===== src/rtl/ula_port_int.sv =====
// ULA interrupt/port companion: frame interrupt from vsync, port 0xFE write latch,
// frame counter with FLASH phase, and a synchronised tape input for port 0xFE reads.
module ula_port_int #(
    parameter int INT_LEN    = 32,
    parameter bit VS_ACT_LOW = 1'b1,
    parameter int FLASH_BIT  = 4
) (
    input  logic       clk,
    input  logic       reset,
    input  logic       cpu_tick,
    input  logic       vsync,
    input  logic       n_ioWR,
    input  logic       cpu_addr0,
    input  logic [7:0] cpu_dout,
    input  logic       tape_in,
    output logic       int_n,
    output logic [2:0] border,
    output logic       mic,
    output logic       ear,
    output logic [1:0] audio,
    output logic       flash,
    output logic       ear_in,
    output logic [4:0] frame_cnt
);

    localparam int TW = (INT_LEN > 1) ? $clog2(INT_LEN) : 1;
    localparam logic [TW-1:0] TCNT_LAST = TW'(INT_LEN - 1);

    typedef enum logic {
        IDLE,
        ASSERT
    } state_t;

    state_t        state, next_state;
    logic [TW-1:0] tcnt, tcnt_next;

    logic vs_meta, vs_sync, vs_prev, frame_start;
    logic wr_cur, wr_prev, wr_fall;
    logic tape_meta;
    logic unused_dout_bits;

    assign unused_dout_bits = ^cpu_dout[7:5];

    // Vsync: two-flop synchroniser, delay flop, then a registered active-edge pulse.
    // NOTE: every clocked register uses non-blocking (<=) so all flops sample
    // pre-edge values; blocking here would collapse the synchroniser chain.
    always_ff @(posedge clk or posedge reset) begin
        if (reset) begin
            vs_meta     <= 1'b0;
            vs_sync     <= 1'b0;
            vs_prev     <= 1'b0;
            frame_start <= 1'b0;
        end else begin
            vs_meta     <= vsync;
            vs_sync     <= vs_meta;
            vs_prev     <= vs_sync;
            frame_start <= VS_ACT_LOW ? (vs_prev & ~vs_sync) : (~vs_prev & vs_sync);
        end
    end

    always_ff @(posedge clk or posedge reset) begin
        if (reset) begin
            state <= IDLE;
            tcnt  <= '0;
        end else begin
            state <= next_state;
            tcnt  <= tcnt_next;
        end
    end

    // NOTE: defaults first so every path assigns both outputs and no latch is inferred.
    always_comb begin
        next_state = state;
        tcnt_next  = tcnt;
        case (state)
            IDLE: begin
                if (frame_start) begin
                    next_state = ASSERT;
                    tcnt_next  = '0;
                end
            end
            ASSERT: begin
                // A frame_start here is deliberately ignored: the pulse is never stretched.
                if (cpu_tick) begin
                    if (tcnt == TCNT_LAST) begin
                        next_state = IDLE;
                    end else begin
                        tcnt_next = tcnt + 1'b1;
                    end
                end
            end
            default: next_state = IDLE;
        endcase
    end

    assign int_n = (state != ASSERT);

    always_ff @(posedge clk or posedge reset) begin
        if (reset) begin
            frame_cnt <= '0;
        end else if (frame_start) begin
            frame_cnt <= frame_cnt + 5'd1;
        end
    end

    assign flash = frame_cnt[FLASH_BIT];

    // Strobe is registered twice so the falling edge is seen once per write.
    always_ff @(posedge clk or posedge reset) begin
        if (reset) begin
            wr_cur  <= 1'b1;
            wr_prev <= 1'b1;
        end else begin
            wr_cur  <= n_ioWR;
            wr_prev <= wr_cur;
        end
    end

    assign wr_fall = wr_prev & ~wr_cur;

    always_ff @(posedge clk or posedge reset) begin
        if (reset) begin
            border <= 3'b000;
            mic    <= 1'b0;
            ear    <= 1'b0;
            audio  <= 2'b00;
        end else if (wr_fall && !cpu_addr0) begin
            border <= cpu_dout[2:0];
            mic    <= cpu_dout[3];
            ear    <= cpu_dout[4];
            audio  <= {cpu_dout[4], cpu_dout[3]};
        end
    end

    always_ff @(posedge clk or posedge reset) begin
        if (reset) begin
            tape_meta <= 1'b0;
            ear_in    <= 1'b0;
        end else begin
            tape_meta <= tape_in;
            ear_in    <= tape_meta;
        end
    end

endmodule


===== config.mk =====
export PLATFORM = sky130hd
export DESIGN_NAME = ula_port_int
export DESIGN_NICKNAME = d
export VERILOG_FILES = /design/src/rtl/ula_port_int.sv
export SDC_FILE = /design/constraint.sdc
export NUM_CORES = 1
export LEC_CHECK = 0
export BUFFER_PORTS_ARGS = -buffer_cell sky130_fd_sc_hd__buf_2
export CORE_MARGIN = 10
export CORE_UTILIZATION = 48
export DETAILED_ROUTE_END_ITERATION = 8
export PLACE_DENSITY = 0.76
export SETUP_SLACK_MARGIN = 0.5
export SYNTH_ARGS = -nofsm -noshare
export SYNTH_HDL_FRONTEND = slang
export SYNTH_SLANG_ARGS = --single-unit

===== constraint.sdc =====
create_clock -name clk -period 2 [get_ports clk]
set_clock_uncertainty 0.1 [all_clocks]
set_input_delay 0.4 -clock clk [delete_from_list [all_inputs] [get_ports clk]]
set_output_delay 0.4 -clock clk [all_outputs]
set_load 0.05 [all_outputs]

==> results of run 1 <==
==> routing by layer <==
metal | share of wire (%) | track usage, % | wire length (um)
met3 | 8.4 | 4.811 | 158
met2 | 50 | 15.15 | 932
met4 | 0.64 | 4.278 | 12
met5 | 0 | 0 | 0
met1 | 41 | 9.898 | 776
==> per-stage QoR <==
| step | std cells | hold WS (ns) | instance area, um^2 | total power (W) | setup WS (ns) |
|---|---|---|---|---|---|
| after floorplan | 71 | 0.2312 | 979.7 | 0.001339 | 0.2797 |
| after global placement | 121 | 0.2335 | 1117 | 0.001466 | 0.3259 |
| after detailed placement | 121 | 0.2418 | 1117 | 0.001500 | 0.2852 |
| after CTS | 130 | 0.07293 | 1221 | 0.001825 | 0.3292 |
| after global routing | 133 | 0.05495 | 1271 | 0.002030 | 0.2647 |
| final | 133 | 0.08385 | 1271 | 0.001904 | 0.3265 |
==> final cells by class <==
cell class | count | area (um^2)
clock buffers | 4 | 36.28
fillers | 155 | 670.6
inverters | 3 | 11.26
multi-input cells | 40 | 356.6
flip-flops and latches | 24 | 603.1
well taps | 27 | 33.78
repair buffers | 35 | 230.2
==> what timing repair did <==
| action | in CTS | in global routing |
|---|---|---|
| setup buffers | 4 | 3 |
| endpoints found under the setup margin | 10 | 15 |
| endpoints found under the hold margin | 8 | 0 |
| hold buffers | 1 | 0 |
| cloned | 0 | 0 |
| pin swaps | 0 | 1 |
| gates resized for setup | 7 | 13 |
==> power groups by stage <==
stage | logic (W) | clock network, W | registers [W]
floorplan | 0.000355 | 0 | 0.000983
global placement | 0.000722 | 0 | 0.000744
detailed placement | 0.000747 | 0 | 0.000753
CTS | 0.000826 | 0.000252 | 0.000748
global route | 0.000981 | 0.000281 | 0.000768
finish | 0.000907 | 0.000245 | 0.000752
==> sequential cells by signal (all words and copies together), names as in the netlist <==
signal and flops:
audio 1, border 3, ear 1, ear_in 1, frame_cnt 5, frame_start 1, state 1, tape_meta 1
tcnt 5, vs_meta 1, vs_prev 1, vs_sync 1, wr_cur 1, wr_prev 1
==> layout by cell type (no fill, tap or decap) <==
cell / instances
nand3b_1: 1
ha_2: 1
a22o_1: 1
dfrtp_1: 22
and3_4: 1
mux2i_1: 2
inv_1: 2
o22ai_2: 1
inv_2: 1
a21oi_2: 1
ha_4: 1
clkbuf_8: 1
xnor2_1: 3
a31oi_1: 1
buf_2: 14
nor2b_1: 1
dlygate4sd3_1: 1
a211o_1: 1
nand4_1: 2
o21ai_1: 3
nor4_1: 1
xor2_1: 2
nand3_1: 1
nand2b_4: 1
nor2_2: 1
ha_1: 1
nor3b_4: 1
mux2_2: 6
and2_1: 1
buf_4: 15
dfstp_2: 2
nand2_1: 5
clkbuf_4: 8
==> cells by family after synthesis <==
kind of cell	count (synthesis)	synth area share [%]
buf+inv	7	4.036
flops	24	62.76
compound gates	8	5.209
mux	8	9.114
simple gates	16	10.42
xor+xnor	5	4.558
fa+ha+maj	3	3.907
==> worst paths after layout <==
kind | startpoint | endpoint | slack, ns | depth (start not counted)
worst max-delay path | tcnt[0]$_DFFE_PP0P_ | tcnt[3]$_DFFE_PP0P_ | 0.33 | 6
worst min-delay path | n_ioWR | wr_cur$_DFF_PP1_ | 0.08 | 1
worst max register to register | tcnt[0]$_DFFE_PP0P_ | tcnt[3]$_DFFE_PP0P_ | 0.33 | 6
worst min register to register | tape_meta$_DFF_PP0_ | ear_in$_DFF_PP0_ | 0.27 | 0
max in group asynchronous | reset | tape_meta$_DFF_PP0_ | 0.78 | 4
min in group asynchronous | reset | frame_cnt[3]$_DFFE_PP0P_ | 0.51 | 3
==> critical path, stage by stage, from the launching register on <==
cell	delay, ns
dfrtp_1	0.42
ha_2	0.19
and3_4	0.15
ha_4	0.15
nand2b_4	0.15
a22o_1	0.19
a211o_1	0.22
==> impl_metrics.json, run 1 <==
{
  "synth_top_area_share_pct": 57.29,
  "rows": 16,
  "cts_tree": "done",
  "ir_worst_vdd_mv": 1.013,
  "yosysWarnings": 0,
  "cts_sinks": 24,
  "ys.flop_type": "dfrtp_1",
  "fin_crit_sh_pct": 83.68,
  "internal_power_w": 0.001092,
  "synth.distinct_cells": 27,
  "ys_ff_latch": 24,
  "syn_area_um2": 960.9,
  "core_um2": 1942,
  "critPathArrivalTime_ns": 1.78,
  "synth-edff-count": 0,
  "synthTopCellsByArea": "dfrtp_1 57%, mux2_2 7.0%, dfstp_2 5.5%",
  "final_nets": 125,
  "hpwl_um": 1376,
  "drtAntennaViolNets": 0,
  "grt_pass1_wl_um": 3118,
  "hold_viol": 0,
  "synth_most_common_cell": "dfrtp_1",
  "setup_violations": 0,
  "tightest_slew_ns": 0.3744,
  "syn_inst": 71,
  "route.detailed.drc": 0,
  "wl_um": 1879,
  "clock.fmax_ghz": 0.5975,
  "cts_max_path_buffers": 2,
  "syn-num-nets": 89,
  "die_area_um2": 4191,
  "clkTransAtPathRegs_ns": 0.12,
  "path_class": "reg -> reg",
  "grt_max_degree": 15,
  "tns_ns": 0,
  "clock_power_share_pct": 12.9,
  "num_vias": 658,
  "status": "complete, no violations",
  "power_switching_w": 0.0008116,
  "root_buffer": "clkbuf_4",
  "min_path_type": "in -> reg",
  "grt_pass1_vias": 688,
  "endpoint_kind": "flip-flop",
  "synth_area_leader_cell": "dfrtp_1",
  "seqPwrFrac_pct": 39.5,
  "clock_latency_ns": 0.30,
  "initial_core_util_pct": 49.48,
  "period_minus_slack_ns": 1.674,
  "place.gp.congestion": 0.8492,
  "ioPinCount": 30,
  "slew_viol_final": 0,
  "area_delta_synth_final_pct": 32.29,
  "cts-htree-levels": 1,
  "vias_per_cell": 4.947,
  "dr.pass1.iters": 4,
  "rsz0062_at_grt": "yes",
  "antennaDiodeCount": 0,
  "drv_cap": 0,
  "crit_fanout": 4,
  "p_leak_nw": 0.5971,
  "dieWidth_um": 64.74,
  "required_ns": 2.11,
  "sw_frac_of_total_pct": 42.63,
  "numCtsBuffers": 3,
  "gr-usage-all-layers_pct": 9.335,
  "power_frac_comb_pct": 47.6,
  "ys_seq_area_share_pct": 62.76,
  "ys_async_sr_fraction_pct": 100.0,
  "syn_area_per_cell_um2": 13.53,
  "die_y_um": 64.74,
  "antenna_found_initial": 0,
  "postLayoutCoreUtil_pct": 65.46,
  "port_buffers": 26,
  "power.density_nw_per_um2": 1498,
  "drive_above_1_share_pct": 51.89,
  "wire_per_inst_um": 14.13,
  "drtIter0Drc": 26,
  "cp-start-kind": "flip-flop",
  "slew_headroom_pct": 75.01,
  "grt-ovfl-total": 0,
  "netlist_top_cells_count": "22 x dfrtp_1, 6 x mux2_2, 5 x nand2_1"
}
(Power assumes the default switching activity.)
==> run 2: changes to the inputs <==
ABC_AREA = 1   (was not set)
clock period = 1.56 ns   (was 2 ns; I/O delays follow)
==> run 2 against run 1 <==
Effect of this change:
- hold slack improved by 0.031 ns
- synthesized area increased by 0.26%
- final area increased by 18%
- via count increased by 17%
- combinational power increased by 69%
- global-route usage increased by 1.5 points
- fmax increased by 12%
- total power increased by 47%
- non-clock buffer count increased by 11
- highest routed layer unchanged
==> impl_metrics.json, run 2 <==
{
  "status": "complete, no violations",
  "syn_inst": 91,
  "fin_crit_sh_pct": 95.96,
  "numCtsBuffers": 3,
  "antenna_found_initial": 0,
  "core_um2": 1942,
  "ys_ff_latch": 24,
  "ir_worst_vdd_mv": 1.213,
  "cts_sinks": 24,
  "power_frac_comb_pct": 54.5,
  "synthSimpleGateAreaFrac_pct": 14.81,
  "synthTopCellsByArea": "dfrtp_1 57%, nand2_1 5.8%, dfstp_2 5.5%",
  "setup_violations": 0,
  "clock_latency_ns": 0.32,
  "synth-edff-count": 0,
  "path_class": "reg -> reg",
  "grt_pass1_wl_um": 3622,
  "rows": 16,
  "drv_cap": 0,
  "placed_area_um2": 1141,
  "crit_chain": "ha_2 > nand2_4 > nor2_4 > ha_4 > inv_2 > nand3_4 > nand2_4 > nand2_1 > a21oi_1",
  "area_delta_synth_final_pct": 55.71,
  "power_switching_w": 0.001156,
  "power.density_nw_per_um2": 1866,
  "internal_power_w": 0.001644,
  "final_common_cell": "buf_6",
  "slew_headroom_pct": 79.87,
  "wl_um": 2295,
  "critPathArrivalTime_ns": 1.65,
  "synth_top_family_by_area": "simple AND/OR/NAND/NOR gates",
  "cp-start-kind": "flip-flop",
  "num_vias": 767,
  "fillCellCount": 131,
  "r2r-start": "tcnt[0]$_DFFE_PP0P_",
  "slew_viol_final": 0,
  "netlist_top_cells_count": "22 x dfrtp_1, 15 x nand2_1, 14 x inv_1",
  "ys_seq_area_share_pct": 62.60,
  "synth_compound_area_share_pct": 5.325,
  "place.gp.congestion": 0.6842,
  "final_cell_mix": "18 x buf_6, 14 x dfrtp_1, 12 x inv_1, 12 x nand2_1, 12 x buf_4",
  "max_stage_delay_ns": 0.42,
  "seqPwrFrac_pct": 33.7,
  "hpwl_um": 1322,
  "cts_tree": "done",
  "cp-startpoint": "tcnt[0]$_DFFE_PP0P_",
  "final_nets": 157,
  "crit_fanout": 3,
  "drive_above_1_share_pct": 52.90,
  "min_path_type": "in -> reg",
  "required_ns": 1.71,
  "syn-num-nets": 109,
  "syn_area_um2": 963.4,
  "antennaDiodeCount": 0,
  "yosysWarnings": 0,
  "dr.pass1.iters": 4,
  "drtAntennaViolNets": 0,
  "reg_top3": "frame_cnt (5), tcnt (5), border (3)",
  "wire_per_inst_um": 13.91,
  "synthAdderAreaFrac_pct": 3.896,
  "synthMuxAreaShare_pct": 1.169,
  "die_y_um": 64.80,
  "clock_power_share_pct": 11.8,
  "p_leak_nw": 0.7448,
  "cts-htree-levels": 1,
  "synth_most_common_cell": "dfrtp_1",
  "hold_viol": 0,
  "dieWidth_um": 64.80,
  "initial_core_util_pct": 49.61,
  "syn_area_per_cell_um2": 10.59,
  "tightest_slew_ns": 0.3019,
  "cp_slowest_cell": "dfrtp_1",
  "sw_frac_of_total_pct": 41.29,
  "ys.flop_type": "dfrtp_1",
  "synth.distinct_cells": 19,
  "vias_per_cell": 4.648,
  "whs_ns": 0.1152,
  "grt_pass1_vias": 784,
  "grt-ovfl-total": 0,
  "die_area_um2": 4199,
  "port_buffers": 26,
  "cts_max_path_buffers": 2,
  "root_buffer": "clkbuf_4",
  "final_cell_area_um2": 1500,
  "synth_area_leader_cell": "dfrtp_1",
  "ioPinCount": 30,
  "worstHoldStart": "cpu_dout[3]",
  "route.detailed.drc": 0,
  "path_common_cell": "nand2_4",
  "ys_async_sr_fraction_pct": 100.0,
  "clkTransAtPathRegs_ns": 0.13,
  "drtIter0Drc": 8,
  "clock.fmax_ghz": 0.6680,
  "synth_top_area_share_pct": 57.14,
  "rsz0062_at_grt": "yes",
  "endpoint_kind": "flip-flop",
  "grt_max_degree": 25,
  "period_minus_slack_ns": 1.497,
  "gr-usage-all-layers_pct": 10.85,
  "synth_xor_area_share_pct": 3.636
}
-- run 2: changes by cell type in the layout (fill, tap and decap cells not counted), sizes merged, moves of 2 or more --
| cell | before | now |
|---|---|---|
| buf | 29 | 42 |
| nand2 | 5 | 18 |
| inv | 3 | 14 |
| nor2 | 1 | 8 |
| clkbuf | 9 | 4 |
| mux2 | 6 | 1 |
| o21ai | 3 | 7 |
| dlygate4sd3 | 1 | 4 |
| mux2i | 2 | 0 |
-- run 2: area by class of cell --
cell class	count	area [um^2]	area share, %
Sequential cell	24	613.1	40.87
Timing Repair Buffer	46	402.9	26.86
Multi-Input combinational cell	50	361.6	24.10
Inverter	14	52.55	3.503
Clock buffer	4	36.28	2.419
Tap cell	27	33.78	2.252
-- run 2: cells by family after synthesis --
family                     Yosys count
AOI/OAI and AO/OA                   10
xor gates and xnor gates             4
adders and majority gates            3
buffers and inverters               18
DFF                                 24
muxes                                1
and+or+nand+nor                     31
-- run 2: final timing paths --
path                       cells past startpoint               endpoint  slack [ns]
setup / recovery                               9    tcnt[2]$_DFFE_PP0P_        0.06
hold / removal                                 3   audio[0]$_DFFE_PP0P_        0.12
setup reg to reg                               9    tcnt[2]$_DFFE_PP0P_        0.06
hold reg to reg                                0      vs_sync$_DFF_PP0_        0.26
max in group asynchronous                      4      wr_prev$_DFF_PP1_        0.59
min in group asynchronous                      4  border[0]$_DFFE_PP0P_        0.48
-- run 2: power groups by stage --
stage / Sequential (W) / Clock (W) / Combinational (W)
detailed placement: 0.000955 / 0 / 0.000911
global placement: 0.000945 / 0 / 0.000872
global route: 0.000959 / 0.000361 / 0.00162
CTS: 0.000926 / 0.000335 / 0.00134
floorplan: 0.00125 / 0 / 0.000449
finish: 0.000942 / 0.000331 / 0.00153
-- run 2: per-layer routing --
| layer | GRT usage, % | share of wire [%] | vias up |
|---|---|---|---|
| li1 | - | - | 377 |
| met1 | 11.62 | 38 | 371 |
| met2 | 18.23 | 55 | 14 |
| met3 | 5.498 | 5.4 | 5 |
| met4 | 3.476 | 1.7 | 0 |
| met5 | 0 | 0 | - |
-- run 2: stage by stage --
| stage | util [%] | setup WS [ns] | power (W) | instances | TNS [ns] |
|---|---|---|---|---|---|
| 2_1_floorplan | - | 0.1569 | 0.001699 | 91 | 0 |
| 3_3_place_gp | 58.76 | 0.08159 | 0.001817 | 141 | 0 |
| 3_5_place_dp | 58.76 | -0.006067 | 0.001867 | 141 | -0.006067 |
| 4_1_cts | 73.13 | 0.1158 | 0.002602 | 160 | 0 |
| 5_1_grt | 77.26 | 0.03223 | 0.002944 | 165 | 0 |
| 6_report | 77.26 | 0.06297 | 0.002800 | 165 | 0 |
-- run 2: critical path, delay by kind of cell (launching register included) --
family / cells / cell delay [ns]
AOI/OAI and AO/OA: 1 / 0.12
adders and majority gates: 2 / 0.39
buffers and inverters: 1 / 0.06
DFF: 1 / 0.42
and+or+nand+nor: 5 / 0.34
-- run 2: repair_timing --
item | in CTS | in global routing
gates cloned | 1 | 0
endpoints found under the setup margin | 28 | 31
hold buffers | 4 | 0
endpoints found under the hold margin | 25 | 0
buffers inserted | 10 | 5
resized for setup | 38 | 14
pin swaps | 7 | 7
